File: config.mk
export PLATFORM = sky130hd
export DESIGN_NAME = alu_mc_flat
export DESIGN_NICKNAME = d
export VERILOG_FILES = /design/src/rtl/alu_mc_if.sv /design/src/rtl/alu_mc.sv /design/src/flat_wrapper.sv
export SDC_FILE = /design/constraint.sdc
export NUM_CORES = 1
export LEC_CHECK = 0
export ABC_CLOCK_PERIOD_IN_PS = 4990
export CORE_ASPECT_RATIO = 0.7
export CORE_UTILIZATION = 30
export CTS_CLUSTER_DIAMETER = 200
export DETAILED_ROUTE_END_ITERATION = 7
export PLACE_DENSITY = 0.56
export SYNTH_ARGS = -nofsm -noshare
export SYNTH_HDL_FRONTEND = slang
export SYNTH_SLANG_ARGS = --single-unit
File: constraint.sdc
create_clock -name clk -period 4.99 [get_ports clk]
set_input_delay 0.499 -clock clk [delete_from_list [all_inputs] [get_ports clk]]
set_output_delay 0.499 -clock clk [all_outputs]
set_load 0.01 [all_outputs]
File: src/rtl/alu_mc_if.sv
`timescale 1ns/1ps
// alu_mc_if: operand/result handshake bundle for the multi-cycle ALU.
// master = pipeline side issuing operations; slave = the ALU itself.
interface alu_mc_if #(
    parameter int WIDTH = 32
);
    logic             in_valid;
    logic             in_ready;
    logic [WIDTH-1:0] a;
    logic [WIDTH-1:0] b;
    logic [3:0]       sel;
    logic             out_valid;
    logic             out_ready;
    logic [WIDTH-1:0] lo;
    logic [WIDTH-1:0] hi;
    logic             zf;
    logic             dz;

    modport master (
        output in_valid, a, b, sel, out_ready,
        input  in_ready, out_valid, lo, hi, zf, dz
    );

    modport slave (
        input  in_valid, a, b, sel, out_ready,
        output in_ready, out_valid, lo, hi, zf, dz
    );
endinterface

File: src/rtl/alu_mc.sv
`timescale 1ns/1ps
// alu_mc: multi-cycle integer ALU for the MIPS EX stage.
// Single-cycle logic/arith ops, SLT/SLTU, shift-add MULTU and restoring DIVU
// producing {hi,lo}. Operands are captured on accept; results are registered
// and held in DONE until the consumer takes them.
module alu_mc #(
    parameter int WIDTH = 32
) (
    input  logic    clk,
    input  logic    rst_n,
    alu_mc_if.slave bus
);
    localparam int CW = $clog2(WIDTH + 1);

    typedef enum logic [1:0] {
        S_IDLE,
        S_MUL,
        S_DIV,
        S_DONE
    } state_e;

    typedef enum logic [3:0] {
        OP_AND   = 4'b0000,
        OP_OR    = 4'b0001,
        OP_ADD   = 4'b0010,
        OP_SUB   = 4'b0110,
        OP_SLTU  = 4'b0111,
        OP_SLT   = 4'b1101,
        OP_NOR   = 4'b1100,
        OP_MULTU = 4'b1000,
        OP_DIVU  = 4'b1001
    } op_e;

    state_e           state;
    state_e           state_nx;

    // opnd: multiplicand (MUL) or divisor (DIV)
    // acc_hi/acc_lo: partial product (MUL) or remainder/quotient-dividend (DIV)
    logic [WIDTH-1:0] opnd;
    logic [WIDTH-1:0] acc_hi;
    logic [WIDTH-1:0] acc_lo;
    logic [CW-1:0]    cnt;
    logic             last;

    logic [WIDTH-1:0] lo_r;
    logic [WIDTH-1:0] hi_r;
    logic             zf_r;
    logic             dz_r;

    logic [WIDTH-1:0] sc_lo;
    logic             div_zero;

    logic [WIDTH:0]   mul_sum;
    logic [WIDTH-1:0] mul_hi_nx;
    logic [WIDTH-1:0] mul_lo_nx;

    logic [WIDTH:0]   div_shift;
    logic [WIDTH:0]   div_diff;
    logic [WIDTH-1:0] div_hi_nx;
    logic [WIDTH-1:0] div_lo_nx;

    assign div_zero = (bus.b == '0);
    assign last     = (cnt == CW'(WIDTH - 1));

    assign bus.in_ready  = (state == S_IDLE);
    assign bus.out_valid = (state == S_DONE);
    assign bus.lo        = lo_r;
    assign bus.hi        = hi_r;
    assign bus.zf        = zf_r;
    assign bus.dz        = dz_r;

    // Single-cycle result from the live operands, used only at accept.
    always_comb begin
        sc_lo = '0;
        case (op_e'(bus.sel))
            OP_AND:  sc_lo = bus.a & bus.b;
            OP_OR:   sc_lo = bus.a | bus.b;
            OP_ADD:  sc_lo = bus.a + bus.b;
            OP_SUB:  sc_lo = bus.a - bus.b;
            OP_SLTU: sc_lo = WIDTH'(bus.a < bus.b);
            OP_SLT:  sc_lo = WIDTH'($signed(bus.a) < $signed(bus.b));
            OP_NOR:  sc_lo = ~(bus.a | bus.b);
            default: sc_lo = '0;
        endcase
    end

    // One shift-add multiply step: add multiplicand if LSB set, shift {hi,lo} right.
    always_comb begin
        mul_sum = {1'b0, acc_hi} + (acc_lo[0] ? {1'b0, opnd} : '0);
        {mul_hi_nx, mul_lo_nx} = {mul_sum, acc_lo[WIDTH-1:1]};
    end

    // One restoring-division step: shift next dividend bit into remainder, try subtract.
    // The remainder stays below the divisor, so bit WIDTH of the difference is its sign.
    always_comb begin
        div_shift = {acc_hi, acc_lo[WIDTH-1]};
        div_diff  = div_shift - {1'b0, opnd};
        if (!div_diff[WIDTH]) begin
            div_hi_nx = div_diff[WIDTH-1:0];
            div_lo_nx = {acc_lo[WIDTH-2:0], 1'b1};
        end else begin
            div_hi_nx = div_shift[WIDTH-1:0];
            div_lo_nx = {acc_lo[WIDTH-2:0], 1'b0};
        end
    end

    // State register.
    always_ff @(posedge clk or negedge rst_n) begin
        if (!rst_n) begin
            state <= S_IDLE;
        end else begin
            state <= state_nx;
        end
    end

    // Next-state decode: route accepted ops to MUL, DIV or straight to DONE.
    always_comb begin
        state_nx = state;
        case (state)
            S_IDLE: begin
                if (bus.in_valid) begin
                    if (op_e'(bus.sel) == OP_MULTU) begin
                        state_nx = S_MUL;
                    end else if (op_e'(bus.sel) == OP_DIVU && !div_zero) begin
                        state_nx = S_DIV;
                    end else begin
                        state_nx = S_DONE;
                    end
                end
            end
            S_MUL:   if (last) state_nx = S_DONE;
            S_DIV:   if (last) state_nx = S_DONE;
            S_DONE:  if (bus.out_ready) state_nx = S_IDLE;
            default: state_nx = S_IDLE;
        endcase
    end

    // Datapath: capture on accept, iterate in MUL/DIV, load result registers on completion.
    always_ff @(posedge clk or negedge rst_n) begin
        if (!rst_n) begin
            opnd   <= '0;
            acc_hi <= '0;
            acc_lo <= '0;
            cnt    <= '0;
            lo_r   <= '0;
            hi_r   <= '0;
            zf_r   <= 1'b0;
            dz_r   <= 1'b0;
        end else begin
            case (state)
                S_IDLE: begin
                    if (bus.in_valid) begin
                        cnt <= '0;
                        if (op_e'(bus.sel) == OP_MULTU) begin
                            opnd   <= bus.a;
                            acc_hi <= '0;
                            acc_lo <= bus.b;
                        end else if (op_e'(bus.sel) == OP_DIVU) begin
                            if (div_zero) begin
                                lo_r <= '1;
                                hi_r <= bus.a;
                                zf_r <= 1'b0;
                                dz_r <= 1'b1;
                            end else begin
                                opnd   <= bus.b;
                                acc_hi <= '0;
                                acc_lo <= bus.a;
                            end
                        end else begin
                            lo_r <= sc_lo;
                            hi_r <= '0;
                            zf_r <= (sc_lo == '0);
                            dz_r <= 1'b0;
                        end
                    end
                end
                S_MUL: begin
                    acc_hi <= mul_hi_nx;
                    acc_lo <= mul_lo_nx;
                    cnt    <= cnt + CW'(1);
                    if (last) begin
                        lo_r <= mul_lo_nx;
                        hi_r <= mul_hi_nx;
                        zf_r <= (mul_lo_nx == '0);
                        dz_r <= 1'b0;
                    end
                end
                S_DIV: begin
                    acc_hi <= div_hi_nx;
                    acc_lo <= div_lo_nx;
                    cnt    <= cnt + CW'(1);
                    if (last) begin
                        lo_r <= div_lo_nx;
                        hi_r <= div_hi_nx;
                        zf_r <= (div_lo_nx == '0);
                        dz_r <= 1'b0;
                    end
                end
                default: begin
                end
            endcase
        end
    end
endmodule

File: src/flat_wrapper.sv
// flat-port wrapper written by rule: the top's interface ports become plain ports
module alu_mc_flat 
#(
    parameter int WIDTH = 32
)
  (clk, rst_n, bus_in_valid, bus_a, bus_b, bus_sel, bus_out_ready, bus_in_ready, bus_out_valid, bus_lo, bus_hi, bus_zf, bus_dz);
  alu_mc_if #(.WIDTH(WIDTH)) bus_i ();
  input  logic clk;
  input  logic rst_n;
  input wire logic [$bits(bus_i.in_valid)-1:0] bus_in_valid;
  input wire logic [$bits(bus_i.a)-1:0] bus_a;
  input wire logic [$bits(bus_i.b)-1:0] bus_b;
  input wire logic [$bits(bus_i.sel)-1:0] bus_sel;
  input wire logic [$bits(bus_i.out_ready)-1:0] bus_out_ready;
  output wire logic [$bits(bus_i.in_ready)-1:0] bus_in_ready;
  output wire logic [$bits(bus_i.out_valid)-1:0] bus_out_valid;
  output wire logic [$bits(bus_i.lo)-1:0] bus_lo;
  output wire logic [$bits(bus_i.hi)-1:0] bus_hi;
  output wire logic [$bits(bus_i.zf)-1:0] bus_zf;
  output wire logic [$bits(bus_i.dz)-1:0] bus_dz;
  assign bus_i.in_valid = bus_in_valid;
  assign bus_i.a = bus_a;
  assign bus_i.b = bus_b;
  assign bus_i.sel = bus_sel;
  assign bus_i.out_ready = bus_out_ready;
  assign bus_in_ready = bus_i.in_ready;
  assign bus_out_valid = bus_i.out_valid;
  assign bus_lo = bus_i.lo;
  assign bus_hi = bus_i.hi;
  assign bus_zf = bus_i.zf;
  assign bus_dz = bus_i.dz;
  alu_mc #(.WIDTH(WIDTH)) u_core (.clk(clk), .rst_n(rst_n), .bus(bus_i));
endmodule
==> flow_metrics.env <==
export IMPL_ys_flop_type="dfrtp_1"
export IMPL_die_x_um=294
export IMPL_crit_path_cell_trace="inv_1 -> ha_1 -> inv_1 -> fa_1 -> a211oi_1 -> o21ai_1 -> nand2_1 -> o41ai_2 -> a41oi_1 -> a31oi_1 -> xor2_4 -> buf_12 -> mux2i_1 -> o22ai_1 -> a21oi_1 -> o21ai_1"
export IMPL_crit_type="flop to flop"
export IMPL_post_cts_resized=0
export IMPL_r2r_slack_ns=0.31
export IMPL_p_leak_nw=9.28
export IMPL_cts_tree="done"
export IMPL_place_gp_congestion=0.959
export IMPL_power_frac_clock=0.113
export IMPL_slew_viol_final=0
export IMPL_final_hold_viol_count=0
export IMPL_grtUsageTotal=0.257
export IMPL_power_switching_w=0.00629
export IMPL_io_buffers=139
export IMPL_drcViolationCount=0
export IMPL_slew_headroom=0.154
export IMPL_vias=19600
export IMPL_skew_ns=0.0120
export IMPL_synth_largest_area_cell="dfrtp_1"
export IMPL_synth_top_cells_by_area="dfrtp_1, ha_1, a21oi_1, nor2_1, o21ai_0"
export IMPL_holdCritPathClass="input pin to async pin"
export IMPL_crit_arrival_ns=5.01
export IMPL_worst_path_max_delay_cell="o41ai_2"
export IMPL_synth_warning_count=0
export IMPL_cp_max_fo=37
export IMPL_path_clk_slew_ns=0.07
export IMPL_ys_seq_area_frac=0.237
export IMPL_final_cells=3348
export IMPL_reg2reg_depth=16
export IMPL_period_needed_ns=4.68
export IMPL_hpwl_mm=61.3
export IMPL_max_stage_delay_ns=0.61
export IMPL_syn_avg_cell_area_sq_um=7.50
export IMPL_crit_path_start_kind="flop"
export IMPL_swShare=0.511
export IMPL_max_freq_mhz=214
export IMPL_syn_area_sq_um=17900
export IMPL_synth_edf_count=0
export IMPL_numCtsBuffers=17
export IMPL_worstSkewPairLatency_ns=0.46
export IMPL_pwr_share_seq=0.218
export IMPL_critical_path_top_delay_family="compound AO/OA/AOI/OAI gates"
export IMPL_dpl_cell_area_sq_um=20800
export IMPL_outcome="finished clean"
export IMPL_die_area_sq_um=60800
export IMPL_worst_path_buf_inv=3
export IMPL_cts_sinks=170
export IMPL_grt_pass1_wl_mm=118
export IMPL_io_pins=140
export IMPL_core_area_sq_um=58700
export IMPL_cts_max_level=4
export IMPL_powerDensity_nw_per_um2=576
export IMPL_drt_initial_drc_count=2389
export IMPL_p_int_w=0.00602
export IMPL_synth_most_common_cell="a21oi_1"
export IMPL_yosys_top_cells_count="a21oi_1, nor2_1, nand2_1"
export IMPL_wl_per_cell_um=23.5
export IMPL_finalInstanceArea_sq_um=21400
export IMPL_worst_r2r_endpoint="u_core.bus.hi[19]"
export IMPL_worstPathRequired_ns=5.32
export IMPL_grt_max_degree=166
export IMPL_worstReg2RegStart="u_core.acc_lo[31]"
export IMPL_synth_nets=2638
export IMPL_rsz0062_at_grt="false"
export IMPL_ir_drop_mv=0.393
export IMPL_dp_cells=3314
export IMPL_ys_ff_latch=170
export IMPL_ys_types=99
export IMPL_cp_end_kind="flop"
export IMPL_start_util=0.306
export IMPL_grt_ovfl_total=0
export IMPL_drv_cap=0
export IMPL_fp_dieH_um=207
export IMPL_rows=74
export IMPL_grt_pass1_vias=18300
export IMPL_routed_wl_mm=78.6
export IMPL_worst_pin_slew_ns=1.27
export IMPL_synth_cells=2393
export IMPL_post_route_period_util=0.938
export IMPL_layout_nets=2781
export IMPL_async_flop_share=1.00
export IMPL_synth_top_cell_area_share=0.237
export IMPL_ant_nets=0
export IMPL_setup_violations=0
export IMPL_antenna_found_initial=0
export IMPL_cts_root_buf="clkbuf_16"
export IMPL_drive_gt1_frac=0.0796
export IMPL_first_pass_iters=7
export IMPL_p_comb_frac=0.669
export IMPL_clk_path_buf_depth=2
export IMPL_syn2layout_area_growth_pct=19.2
export IMPL_avgViaCountPerCell=5.84
[logic make-up (layout without fill, tap and decap cells)]
kind of cell / Yosys count / count (layout) / share of synthesized area
DFF: 170 / 170 / 0.237
AOI/OAI and AO/OA: 905 / 905 / 0.320
buffers and inverters: 298 / 454 / 0.0678
muxes: 48 / 48 / 0.0275
other: 0 / 1 / 0
adders and majority gates: 173 / 173 / 0.122
xor gates and xnor gates: 59 / 59 / 0.0292
and+or+nand+nor: 740 / 740 / 0.197
[layout make-up]
cell class | count | area, sq um
multi-input cells | 1925 | 12500
diodes | 1 | 2.50
clock inverters | 10 | 118
repair buffers | 269 | 2440
clock buffers | 22 | 474
well taps | 798 | 998
inverters | 153 | 574
flip-flops and latches | 170 | 4250
fillers | 6239 | 37300
[flip-flops by register name, summed over array words and instances (netlist names)]
name,cells
u_core.acc_hi,32
u_core.acc_lo,32
u_core.bus.hi,32
u_core.bus.lo,32
u_core.opnd,32
u_core.cnt,6
u_core.state,2
u_core.bus.dz,1
u_core.bus.zf,1
[power groups by stage]
stage / Clock [W] / Combinational [W] / Sequential [W]
final: 0.00139 / 0.00824 / 0.00269
after floorplan: 0 / 0.00510 / 0.00256
after global placement: 0 / 0.00800 / 0.00267
after global routing: 0.00145 / 0.00902 / 0.00276
after CTS: 0.00141 / 0.00811 / 0.00267
after detailed placement: 0 / 0.00806 / 0.00268
[layout by cell type (no fill, tap or decap), types with 21 or more instances in the layout]
| cell | count |
|---|---|
| buf_4 | 123 |
| o22ai_1 | 27 |
| dfrtp_1 | 170 |
| o21ai_0 | 177 |
| a22oi_1 | 32 |
| mux2i_1 | 38 |
| nand2_1 | 208 |
| nor3_1 | 47 |
| o21ai_1 | 44 |
| o21bai_1 | 21 |
| a21oi_1 | 291 |
| a31oi_1 | 31 |
| inv_1 | 150 |
| a211oi_1 | 25 |
| a221o_1 | 38 |
| nor2_1 | 238 |
| nor4_1 | 27 |
| a21o_1 | 38 |
| nand3_1 | 41 |
| xnor2_1 | 43 |
| and2_1 | 43 |
| clkdlybuf4s50_1 | 137 |
| ha_1 | 169 |
[metrics by stage]
step | power (W) | TNS [ns] | setup WS [ns] | util | hold WS, ns
floorplan | 0.00766 | 0 | 1.38 | - | 0.203
global placement | 0.0107 | -0.120 | -0.120 | 0.354 | 0.294
detailed placement | 0.0107 | 0 | 0.00655 | 0.354 | 0.296
CTS | 0.0122 | 0 | 0.460 | 0.365 | 0.368
global route | 0.0132 | 0 | 0.0775 | 0.365 | 0.374
finish | 0.0123 | 0 | 0.309 | 0.365 | 0.387
[routing by layer]
metal | up-vias | track usage | part of all wire | wire (um)
li1 | 9023 | - | - | -
met1 | 9434 | 0.381 | 0.48 | 37600
met2 | 1005 | 0.369 | 0.41 | 31900
met3 | 106 | 0.0579 | 0.094 | 7430
met4 | 0 | 0.0647 | 0.022 | 1720
met5 | - | 0 | 0 | 0
[worst register-to-register path, cell delays in order, from the launching register on]
cell	delay, ns
dfrtp_1	0.44
inv_1	0.10
ha_1	0.24
inv_1	0.08
fa_1	0.26
a211oi_1	0.14
o21ai_1	0.28
nand2_1	0.23
o41ai_2	0.61
a41oi_1	0.31
a31oi_1	0.47
xor2_4	0.19
buf_12	0.25
mux2i_1	0.30
o22ai_1	0.13
a21oi_1	0.42
o21ai_1	0.10
[how the worst max path moves through the flow]
stage	slack [ns]	startpoint	cells after the start	end
global route	0.08	u_core.acc_lo[31]	16	u_core.bus.hi[20]
floorplan	1.38	bus_b[2]	13	u_core.bus.zf
finish	0.31	u_core.acc_lo[31]	16	u_core.bus.hi[19]
global placement	-0.12	bus_a[0]	17	u_core.bus.zf
CTS	0.46	bus_a[0]	17	u_core.bus.zf
detailed placement	0.007	bus_a[0]	17	u_core.bus.zf
[repair_timing]
item	4_1_cts	5_1_grt
setup buffers	0	0
endpoints found under the hold margin	5	0
hold buffers	1	0
Note: power is estimated with default switching activity, not from simulation.
==> RTL change 1, RTL diff (config.mk and constraints unchanged) <==
Remove the case item `OP_ADD` of the case on `op_e'(bus.sel)`.
--- a/src/rtl/alu_mc.sv
+++ b/src/rtl/alu_mc.sv
@@ -77,3 +77,2 @@
             OP_OR:   sc_lo = bus.a | bus.b;
-            OP_ADD:  sc_lo = bus.a + bus.b;
             OP_SUB:  sc_lo = bus.a - bus.b;
Function: changed (Yosys sat finds a counterexample within 4 cycles, from zero or initial values and one cycle with rst_n low).
==> RTL change 1 against the unedited design <==
Cell area fell by 7.5%. Largest power group unchanged. Worst hold slack got worse by 0.22 ns. Sequential cell count did not move. Total power rose by 5.8%. Synthesized area fell by 6.3%. Wire length fell by 8.3%. Cell count fell by 11%. Worst setup slack improved by 0.36 ns.
==> RTL change 1: results (changes against the unedited design) <==
stage,metric,value,unit,change
sta,Least-Margin Pin Slew,1.01,ns,-0.255 ns
worst_hold_path,Hold Path Class,in -> async,,
sta,fin crit share,0.867,,-0.0714
pwr,leak pwr,8.58,nW,-7.6%
place,Area after DPL,19200,µm²,-7.6%
clock_tree,Resized Gates After CTS,0,,unchanged
detailed_routing,routed length per instance,24.2,µm,+3.0%
final_layout,share of cells above drive strength 1,0.0795,,-0.000175
global_routing,antenna violations before repair,5,,+5
detailed_routing,DR vias,17400,,-11%
synth,synth unique cells,96,,-3.0%
synth,Ys Warns,0,,unchanged
place,RePlAce Congestion,0.980,,+2.1%
critical_path,Worst path slowest cell,clkdlybuf4s50_1,,
synth,post-synthesis sequential area ratio,0.253,,+0.0160
global_routing,vias in the first global route,16000,,-13%
critical_path,CP arrival,4.70,ns,-0.31 ns
global_routing,first-pass GRT wire length,106000,µm,-9.9%
run_status,status,"finished, final reports clean",,
critical_path,"CP delay by family, top",simple AND/OR/NAND/NOR gates,,
synth,synth top area cells,"dfrtp_1 (25%), ha_1 (12%), a21oi_1 (4.8%)",,
critical_path,Crit Path Max Fanout,4,,-89%
synth,Mapped Nets,2368,,-10%
synth,Commonest cells post-synth,"nor2_1 (205), nand2_1 (180), dfrtp_1 (170), ha_1 (166), a21oi_1 (162)",,
global_routing,GRT Total Usage,0.250,,-0.00716
final_layout,final layout net count,2468,,-11%
detailed_routing,drt pass-1 iters,6,,-1
detailed_routing,DR iter-0 viols,2247,,-5.9%
sta,Final Skew,0.0192,ns,+0.00718 ns
place,detailed placement HPWL,57200,µm,-6.7%
global_routing,largest net degree at the start of global routing,97,,-42%
pwr,VDD IR max,0.000329,V,-16%
RTL change 1: cell types whose count changed after synthesis, sizes merged, moves of 17 or more:
cell / before / now
mux2: 10 / 27
mux2i: 38 / 56
o21ai: 222 / 168
clkbuf: 115 / 98
a221o: 38 / 20
a21oi: 291 / 162
nor2: 240 / 205
nand2: 209 / 180
RTL change 1: cells by family after synthesis:
| logic type | Yosys count | synth area share |
|---|---|---|
| muxes | 83 | 0.0532 |
| AOI/OAI and AO/OA | 706 | 0.281 |
| DFF | 170 | 0.253 |
| and+or+nand+nor | 664 | 0.190 |
| adders and majority gates | 169 | 0.127 |
| xor gates and xnor gates | 62 | 0.0323 |
| buffers and inverters | 273 | 0.0630 |
RTL change 1: power breakdown:
part	switching, mW	internal, mW	total [mW]	leakage, nW
Combinational	5.45	3.46	8.91	6.16
Sequential	0.663	2.06	2.72	2.13
Clock	0.650	0.751	1.40	0.292
Total	6.76	6.27	13.0	8.58
RTL change 1: worst paths after layout:
check | start | to | slack, ns | cells past startpoint
setup / recovery | bus_a[0] | u_core.bus.zf | 0.67 | 15
hold reg to reg | u_core.bus.lo[24] | u_core.bus.lo[24] | 0.46 | 2
max in group asynchronous | rst_n | u_core.bus.hi[25] | 3.65 | 2
hold / removal | rst_n | u_core.acc_hi[31] | 0.17 | 1
setup reg to reg | u_core.acc_lo[31] | u_core.bus.hi[15] | 0.69 | 15
min in group clk | u_core.bus.lo[24] | u_core.bus.lo[24] | 0.46 | 2
RTL change 1: layer usage:
| metal | wire length [µm] | vias to the layer above | track usage |
|---|---|---|---|
| met2 | 27900 | 863 | 0.339 |
| li1 | - | 7953 | - |
| met1 | 34900 | 8500 | 0.382 |
| met5 | 194 | - | 0.0200 |
| met3 | 7740 | 70 | 0.0661 |
| met4 | 1310 | 8 | 0.0529 |
RTL change 1: area by class of cell:
class                           count  area, µm²
Clock inverter                     10        105
Antenna cell                        1       2.50
Fill cell                        5819      35500
Clock buffer                       22        484
Sequential cell                   170       4250
Tap cell                          740        926
Inverter                          146        548
Timing Repair Buffer              208       1920
Multi-Input combinational cell   1684      11600
RTL change 1: worst reg2reg max path: cells and delay by family, from the launching register on:
family	cells	cell delay [ns]
buf+inv	3	0.47
mux	1	0.34
fa+ha+maj	2	0.66
compound gates	8	2.17
flops	1	0.38
simple gates	1	0.16
RTL change 1: through the flow:
stage / worst slack, ns / hold slack (ns) / utilization / total power, mW / instances
2_1_floorplan: 1.63 / 0.203 / - / 8.31 / 2127
3_3_place_gp: 0.421 / 0.458 / 0.347 / 11.3 / 2948
3_5_place_dp: 0.380 / 0.455 / 0.347 / 11.4 / 2948
4_1_cts: 0.753 / 0.201 / 0.358 / 12.9 / 2980
5_1_grt: 0.504 / 0.253 / 0.358 / 13.9 / 2980
6_report: 0.666 / 0.172 / 0.358 / 13.0 / 2981
==> RTL change 2, RTL diff (same flow settings) <==
Made on the original files. `WIDTH` is set to 32 in 3 places; all go to 16.
--- a/src/rtl/alu_mc_if.sv
+++ b/src/rtl/alu_mc_if.sv
@@ -4,3 +4,3 @@
 interface alu_mc_if #(
-    parameter int WIDTH = 32
+    parameter int WIDTH = 16
 );
--- a/src/rtl/alu_mc.sv
+++ b/src/rtl/alu_mc.sv
@@ -6,3 +6,3 @@
 module alu_mc #(
-    parameter int WIDTH = 32
+    parameter int WIDTH = 16
 ) (
--- a/src/flat_wrapper.sv
+++ b/src/flat_wrapper.sv
@@ -3,3 +3,3 @@
 #(
-    parameter int WIDTH = 32
+    parameter int WIDTH = 16
 )
Interface: changed (resized bus_a, bus_b, bus_hi and bus_lo); port bits go from 140 to 76. The function was not compared with the original's and may differ.
==> RTL change 2 against the unedited design <==
Sequential cell count shrank 81. Synthesized area shrank 51%. Clock skew is essentially flat. Largest power group unchanged. Combinational power shrank 44%. Maximum frequency grew 16%. Sequential power shrank 47%. Critical path type is now in -> reg. Cell area shrank 52%. Worst setup slack gained 0.64 ns. Wire length shrank 59%. Total power shrank 45%.
==> RTL change 2: results (changes against the unedited design) <==
stage,metric,value,unit,change
place,RePlAce Congestion,0.980,,+2.1%
critical_path,Worst path slowest cell,clkdlybuf4s50_1,,
run_status,status,"finished, final reports clean",,
synth,Ys Warns,0,,unchanged
worst_hold_path,Hold Path Class,in -> async,,
synth,Commonest cells post-synth,"nand2_1 (114), o21ai_0 (108), nor2_1 (91), dfrtp_1 (89), ha_1 (89)",,
clock_tree,Root Buffer,clkbuf_16,,
final_layout,fillers,3050,,-51%
synth,asr flop ratio synth,1.00,,unchanged
clock_tree,Worst-Skew Late Latency,0.36,ns,-0.10 ns
place,# port buffers,75,,-46%
synth,ys flop type,dfrtp_1,,
critical_path,"CP delay by family, top",simple AND/OR/NAND/NOR gates,,
synth,post-synthesis sequential area ratio,0.251,,+0.0137
clock_tree,CTS Buffer Depth,2,,unchanged
synth,synth top area cells,"dfrtp_1 (25%), ha_1 (13%), o21ai_0 (6.1%)",,
critical_path,worst reg2reg setup slack,1.12,ns,+0.81 ns
detailed_routing,total wire length,31900,µm,-59%
critical_path,CP arrival,4.32,ns,-0.69 ns
pwr,VDD IR max,0.000379,V,-3.6%
clock_tree,postcts setup bufs,0,,unchanged
sta,Slew headroom,0.392,,+0.238
global_routing,vias in the first global route,8179,,-55%
global_routing,GRT Total Usage,0.210,,-0.0465
global_routing,first-pass GRT wire length,49300,µm,-58%
final_layout,final layout net count,1300,,-53%
place,detailed placement HPWL,24700,µm,-60%
clock_tree,Resized Gates After CTS,0,,unchanged
detailed_routing,drt via density,5.61,,-4.1%
pwr,leak pwr,4.37,nW,-53%
global_routing,largest net degree at the start of global routing,54,,-67%
clock_tree,TritonCTS Buffers,9,,-8
synth,synth unique cells,84,,-15%
sta,Final Skew,0.0123,ns,+0.000260 ns
detailed_routing,drt pass-1 iters,5,,-2
detailed_routing,DR iter-0 viols,1061,,-56%
critical_path,delay of the slowest cell on the worst path,0.57,ns,-0.04 ns
final_layout,share of cells above drive strength 1,0.0623,,-0.0174
critical_path,Crit Path Max Fanout,12,,-68%
final_layout,ant diodes,0,,-1
clock_tree,clock-pin transition on the worst setup and hold timing paths,0.07,ns,about the same
clock_tree,H-tree Lvls,3,,-1
global_routing,antenna violations before repair,0,,unchanged
RTL change 2: cell count changes after synthesis, moves of 78 or more:
| cell | unedited run | this run |
|---|---|---|
| a21oi_1 | 291 | 79 |
| nor2_1 | 240 | 91 |
| nand2_1 | 209 | 114 |
| dfrtp_1 | 170 | 89 |
| ha_1 | 169 | 89 |
| inv_1 | 150 | 72 |
RTL change 2: power breakdown:
group	internal, mW	switching [mW]	total (mW)
Sequential	1.09	0.343	1.43
Clock	0.353	0.335	0.688
Combinational	1.96	2.67	4.64
RTL change 2: area by class of cell:
type,count,area [µm²],area share
clock buffer,9,225,0.0219
sequential,89,2230,0.216
clock inverter,7,67.6,0.00656
multi-input combinational,896,6130,0.594
inverter,75,282,0.0273
timing repair buffer,96,906,0.0879
tap,378,473,0.0459
RTL change 2: logic make-up after synthesis:
kind of cell    synth area share
xor+xnor                  0.0276
fa+ha+maj                  0.134
buf+inv                   0.0628
mux                       0.0425
flops                      0.251
compound gates             0.288
simple gates               0.194
RTL change 2: through the flow:
stage | instance area [µm²] | worst slack, ns | hold WS (ns) | std cells | utilization
2_1_floorplan | 8880 | 1.84 | 0.203 | 1123 | -
3_3_place_gp | 10000 | 0.755 | 0.461 | 1534 | 0.345
3_5_place_dp | 10000 | 0.780 | 0.474 | 1534 | 0.345
4_1_cts | 10300 | 1.16 | 0.205 | 1550 | 0.355
5_1_grt | 10300 | 0.828 | 0.231 | 1550 | 0.355
6_report | 10300 | 0.950 | 0.186 | 1550 | 0.355
RTL change 2: layer usage:
metal	global-route usage	up-vias	routed length, µm
met5	0	-	0
li1	-	4169	-
met1	0.320	4102	15900
met2	0.280	379	12300
met3	0.0695	39	3260
met4	0.0422	0	450
RTL change 2: worst register-to-register path, delay by kind of cell, from the launching register on:
kind	cells	cell delay, ns
compound gates	7	1.38
xor+xnor	1	0.24
fa+ha+maj	2	0.61
buf+inv	4	0.76
flops	1	0.46
mux	1	0.30
RTL change 2: final timing paths:
check                                    end  depth (start not counted)              start
min                           u_core.opnd[6]                          1              rst_n
min reg2reg                    u_core.cnt[4]                          2      u_core.cnt[4]
max                            u_core.bus.zf                         12           bus_a[7]
max reg2reg                 u_core.bus.hi[2]                         15  u_core.acc_lo[15]
min in group clk               u_core.cnt[4]                          2      u_core.cnt[4]
max in group asynchronous  u_core.bus.lo[13]                          2              rst_n
